==> src/rtl/ecc_hostif.sv <==
// ecc_hostif: host-side front end for ecc_core.
//   Packs a BUSW-wide host write stream into the 3*WIDTH operand bus and issues a single-cycle
//   start with the registered mode. It then watches the core status, with a timeout, and unloads
//   the WIDTH-bit result to the host one BUSW word per rd_en.
// Ports:
//   clk, rst                   clock, asynchronous active-high reset
//   wr_en, wr_data             host operand write stream (word 0 = LSB slice)
//   cmd_mode, cmd_go           operation mode and start request
//   rd_en, rd_data, rd_vld     host result read stream
//   busy, err                  waiting on core / sticky error
//   core_din, core_mode        operand register and registered mode to core
//   core_start                 one-cycle start pulse
//   core_dout, core_status     core result and status (00 idle, 01 run, 10 done, 11 error)
module ecc_hostif #(
  parameter int unsigned WIDTH = 256,
  parameter int unsigned BUSW  = 32,
  parameter int unsigned TOUTW = 24
) (
  input  logic               clk,
  input  logic               rst,
  input  logic               wr_en,
  input  logic [BUSW-1:0]    wr_data,
  input  logic [2:0]         cmd_mode,
  input  logic               cmd_go,
  input  logic               rd_en,
  output logic [BUSW-1:0]    rd_data,
  output logic               rd_vld,
  output logic               busy,
  output logic               err,
  output logic [3*WIDTH-1:0] core_din,
  output logic [2:0]         core_mode,
  output logic               core_start,
  input  logic [WIDTH-1:0]   core_dout,
  input  logic [1:0]         core_status
);

  localparam int unsigned NW    = 3 * WIDTH / BUSW;
  localparam int unsigned NR    = WIDTH / BUSW;
  localparam int unsigned WcW   = $clog2(NW + 1);
  localparam int unsigned RcW   = (NR > 1) ? $clog2(NR) : 1;
  localparam int unsigned DinIw = $clog2(3 * WIDTH);
  localparam int unsigned ResIw = (WIDTH > 1) ? $clog2(WIDTH) : 1;

  localparam logic [WcW-1:0]   WrFull = WcW'(NW);
  localparam logic [RcW-1:0]   RdLast = RcW'(NR - 1);
  // Counter is one short of all-ones: the increment that reaches all-ones is the timeout,
  // giving exactly 2^TOUTW-1 cycles in WAIT.
  localparam logic [TOUTW-1:0] ToutFire = ~TOUTW'(1);

  localparam logic [1:0] StatRun  = 2'b01;
  localparam logic [1:0] StatDone = 2'b10;
  localparam logic [1:0] StatErr  = 2'b11;

  typedef enum logic [1:0] {StIdle, StWait, StRead} state_e;

  state_e               state_q, state_d;
  logic [WcW-1:0]       wr_cnt_q, wr_cnt_d;
  logic [RcW-1:0]       rd_cnt_q, rd_cnt_d;
  logic                 armed_q, armed_d;
  logic [TOUTW-1:0]     tout_q, tout_d;
  logic [WIDTH-1:0]     res_q, res_d;
  logic [3*WIDTH-1:0]   din_q, din_d;
  logic [2:0]           mode_q, mode_d;
  logic                 start_q, start_d;
  logic                 err_q, err_d;

  logic [WcW-1:0]       wr_cnt_post;
  logic [DinIw-1:0]     wr_idx;
  logic [ResIw-1:0]     rd_idx;

  assign wr_idx = DinIw'(wr_cnt_q) * DinIw'(BUSW);
  assign rd_idx = ResIw'(rd_cnt_q) * ResIw'(BUSW);

  // State and datapath registers.
  always_ff @(posedge clk or posedge rst) begin
    if (rst) begin
      state_q  <= StIdle;
      wr_cnt_q <= '0;
      rd_cnt_q <= '0;
      armed_q  <= 1'b0;
      tout_q   <= '0;
      res_q    <= '0;
      din_q    <= '0;
      mode_q   <= '0;
      start_q  <= 1'b0;
      err_q    <= 1'b0;
    end else begin
      state_q  <= state_d;
      wr_cnt_q <= wr_cnt_d;
      rd_cnt_q <= rd_cnt_d;
      armed_q  <= armed_d;
      tout_q   <= tout_d;
      res_q    <= res_d;
      din_q    <= din_d;
      mode_q   <= mode_d;
      start_q  <= start_d;
      err_q    <= err_d;
    end
  end

  // Next-state logic.
  always_comb begin
    state_d     = state_q;
    wr_cnt_d    = wr_cnt_q;
    rd_cnt_d    = rd_cnt_q;
    armed_d     = armed_q;
    tout_d      = tout_q;
    res_d       = res_q;
    din_d       = din_q;
    mode_d      = mode_q;
    start_d     = 1'b0;
    err_d       = err_q;
    wr_cnt_post = wr_cnt_q;

    case (state_q)
      StIdle: begin
        if (wr_en) begin
          if (wr_cnt_q < WrFull) begin
            din_d[wr_idx +: BUSW] = wr_data;
            wr_cnt_post           = wr_cnt_q + WcW'(1);
          end else begin
            err_d = 1'b1;
          end
        end
        wr_cnt_d = wr_cnt_post;
        // cmd_go sees the post-write count so the last write and go may share a cycle.
        if (cmd_go) begin
          if (wr_cnt_post == WrFull) begin
            mode_d  = cmd_mode;
            start_d = 1'b1;
            err_d   = 1'b0;
            tout_d  = '0;
            armed_d = 1'b0;
            state_d = StWait;
          end else begin
            err_d = 1'b1;
          end
        end
      end

      StWait: begin
        tout_d = tout_q + TOUTW'(1);
        if (core_status == StatRun) armed_d = 1'b1;
        // Done/error only count once the core has shown it is running this op;
        // a stale done from the previous op is ignored.
        if (armed_q && core_status == StatDone) begin
          res_d    = core_dout;
          rd_cnt_d = '0;
          state_d  = StRead;
        end else if ((armed_q && core_status == StatErr) || tout_q == ToutFire) begin
          err_d    = 1'b1;
          wr_cnt_d = '0;
          state_d  = StIdle;
        end
      end

      StRead: begin
        if (rd_en) begin
          if (rd_cnt_q == RdLast) begin
            rd_cnt_d = '0;
            wr_cnt_d = '0;
            state_d  = StIdle;
          end else begin
            rd_cnt_d = rd_cnt_q + RcW'(1);
          end
        end
      end

      default: state_d = StIdle;
    endcase
  end

  // Outputs.
  always_comb begin
    busy       = 1'b0;
    rd_vld     = 1'b0;
    case (state_q)
      StWait:  busy   = 1'b1;
      StRead:  rd_vld = 1'b1;
      default: ;
    endcase
    rd_data    = res_q[rd_idx +: BUSW];
    err        = err_q;
    core_din   = din_q;
    core_mode  = mode_q;
    core_start = start_q;
  end

endmodule
==> config.mk <==
export PLATFORM = sky130hd
export DESIGN_NAME = ecc_hostif
export DESIGN_NICKNAME = d
export VERILOG_FILES = /design/src/rtl/ecc_hostif.sv
export SDC_FILE = /design/constraint.sdc
export NUM_CORES = 2
export LEC_CHECK = 0
export ABC_AREA = 1
export CORE_AREA = 2 2 431 433
export CTS_CLUSTER_DIAMETER = 50
export CTS_CLUSTER_SIZE = 40
export DETAILED_ROUTE_END_ITERATION = 6
export DIE_AREA = 0 0 433 435
export GPL_TIMING_DRIVEN = 1
export PLACE_DENSITY_LB_ADDON = 0.2
export REMOVE_ABC_BUFFERS = 1
export SYNTH_ARGS = -nofsm -noshare
export SYNTH_HDL_FRONTEND = slang
export SYNTH_SLANG_ARGS = --single-unit
==> constraint.sdc <==
create_clock -name clk -period 61.3 [get_ports clk]
set_clock_uncertainty 0.05 [all_clocks]
set_input_delay 12.26 -clock clk [delete_from_list [all_inputs] [get_ports clk]]
set_output_delay 12.26 -clock clk [all_outputs]
set_load 0.02 [all_outputs]
==> metrics <==
complex-gate fraction of the synthesized area=0.134; setup tns final=0 ns; Post-synth ARST share=1.00; crit path DAT=4.07 ns; Worst-path clk slew=0.05 ns; clk root buf=clkbuf_16; drt pass-1 iters=7; MaxCap Viol Count=0; CP max stage cell=clkdlybuf4s50_1; DRT iter0 DRCs=2986; simple logic cell fraction of the synthesized area=0.187; HP Class=reg -> reg; CTS tree=built; row count=158; Rel. slew slack=0.216; maximum vdd drop=0.0277 mV; DRC=0; Synth Area per Inst=8.78 um^2; Die Wd=433 um; CTS Sinks=1064; Synth cell types=37; Least-Margin Pin Slew=1.17 ns; Main synth FF type=dfrtp_1; DP Area=56900 um^2; Via density=4.40; Setup violations, final=0; cts repair resizes=0; post-CTS setup buffer count=0; cts-stage hold buffer count=0; highest clock rate=61.1 MHz; sequential share of the synthesized area=0.615; Initial Util=0.235; Max Slew Vio Count=0; Post-Syn Area=43300 um^2; post-route ant nets=0; area of the die=188000 um^2; grt total ovfl=0; Crit. End Element=primary output; Crit path top cell by count=buf_4; static leakage=27.7 nW; crit-path cells=buf_4, clkinv_1, buf_4, a21oi_1, a31oi_1, clkdlybuf4s50_1; crit path launch type=flop; Fin. Hold Viols=0; Post-Synth XOR/XNOR Area=0.00384; post-synthesis mux area share=0; Layout area overhead=43.3%; wire per inst=22.7 um; unrepaired setup endpoints after global routing=no; via count=37700; Gate Count Post-Synth=4932; Design Area, Final=62100 um^2; Ys Warns=0; RePlAce Congestion=0.837; number of global-route vias before repair=36600; initial antenna violation count=30; PortBufs=1104; final period demand of the worst path=16.38 ns; kind of critical path=reg -> out; Ports=1105; nets@finish=6270; CTS max path bufs=3; status=finished clean; proportion of layout cells with a drive suffix above 1=0.0622; Worst EP required=48.99 ns; Critical Path Fanout Max=69; Synth Register Bits=1064; Crit path largest cell delay=0.75 ns; first-pass GRT wire length=276000 um; PwrDens=49.1 nW/um^2; core area=184000 um^2; adder-cell share of the synthesized area=0.00376; main combinational cell family by area after synthesis=simple AND/OR/NAND/NOR gates; drt total wl=194000 um; CTS Buf Count=142; Worst-Skew Late Latency=0.80 ns; DP Wirelength=139000 um; largest net degree at the start of global routing=150; H-tree depth=4; number of synthesized flops with an enable pin=0; GRT Overall Usage=0.202; die height=435 um; Tcrit/Tclk final=0.267
path summary, 6_finish.rpt:
check | depth (start not counted) | slack [ns] | from | endpoint
setup reg to reg | 8 | 56.48 | state_q[1] | res_q[49]
max in group asynchronous | 6 | 45.55 | rst | core_din[752]
hold reg to reg | 2 | 0.41 | res_q[19] | res_q[19]
hold / removal | 2 | 0.41 | res_q[19] | res_q[19]
min in group asynchronous | 2 | 12.05 | rst | core_din[150]
setup / recovery | 6 | 44.92 | rd_cnt_q[1] | rd_data[24]
layout make-up:
type | count | area (um^2)
Antenna cell | 13 | 32.5
Clock buffer | 164 | 3800
Clock inverter | 99 | 1350
Fill cell | 19200 | 122000
Inverter | 350 | 1320
Multi-Input combinational cell | 3235 | 14300
Sequential cell | 1064 | 26600
Tap cell | 2480 | 3100
Timing Repair Buffer | 1166 | 11500
cell usage after synthesis (13+ instances only):
master	number	area [um^2]
clkbuf_1	209	785
nor2_1	389	1460
inv_1	340	1280
buf_2	62	310
a31oi_1	32	200
dfrtp_1	1064	26600
o21ai_0	705	3530
o211ai_1	32	240
nand3_1	59	295
nand2_1	1582	5940
ha_1	13	163
a21oi_1	179	896
o21ai_1	171	856
logic make-up after synthesis:
| family | after synthesis |
|---|---|
| XOR/XNOR | 16 |
| AO/OA/AOI/OAI | 1128 |
| flip-flops | 1064 |
| buffers and inverters | 633 |
| AND/OR/NAND/NOR | 2078 |
| adder cells (fa/ha/maj) | 13 |
report_power, final:
part	switching, mW	total, mW	internal [mW]
clock	0.359	0.904	0.545
sequential	0.119	1.03	0.909
combinational	0.710	1.12	0.406
stage by stage:
| step | instances | worst slack, ns | util | hold slack [ns] | power (mW) |
|---|---|---|---|---|---|
| CTS | 8558 | 44.73 | 0.337 | 0.418 | 3.09 |
| global placement | 8295 | 44.51 | 0.309 | 0.398 | 2.16 |
| detailed placement | 8295 | 44.49 | 0.309 | 0.403 | 2.17 |
| global route | 8571 | 44.71 | 0.337 | 0.429 | 3.21 |
| floorplan | 4649 | 19.04 | - | 0.387 | 1.57 |
| finish | 8571 | 44.92 | 0.337 | 0.413 | 3.05 |
layer usage:
layer  vias to the layer above  global-route usage  wire length, um
met4                        18              0.0832             7580
met2                      1271               0.354            98800
met3                       286              0.0435            11900
met1                     18200               0.238            76000
li1                      17900                   -                -
met5                         -                   0              122
worst max-delay path, delay by kind of cell, from the launching register on:
| family | cells | cell delay (ns) |
|---|---|---|
| buffers and inverters | 4 | 1.82 |
| AO/OA/AOI/OAI | 2 | 0.76 |
| flip-flops | 1 | 0.63 |
flip-flops by register name, summed over array words and instances, names as in the netlist:
signal / flops
armed_q: 1
core_din: 768
core_mode: 3
core_start: 1
err: 1
rd_cnt_q: 3
res_q: 256
state_q: 2
tout_q: 24
wr_cnt_q: 5
cell usage in the layout (no fill, tap or decap), types with 32 or more instances in the layout:
master	n
nand2_1	1580
clkdlybuf4s50_1	1104
dfrtp_1	1062
o21ai_0	705
nor2_1	388
inv_1	337
a21oi_1	179
o21ai_1	171
clkbuf_16	145
buf_4	61
nand3_1	56
o211ai_1	32
a31oi_1	32
(Power assumes the default switching activity.)
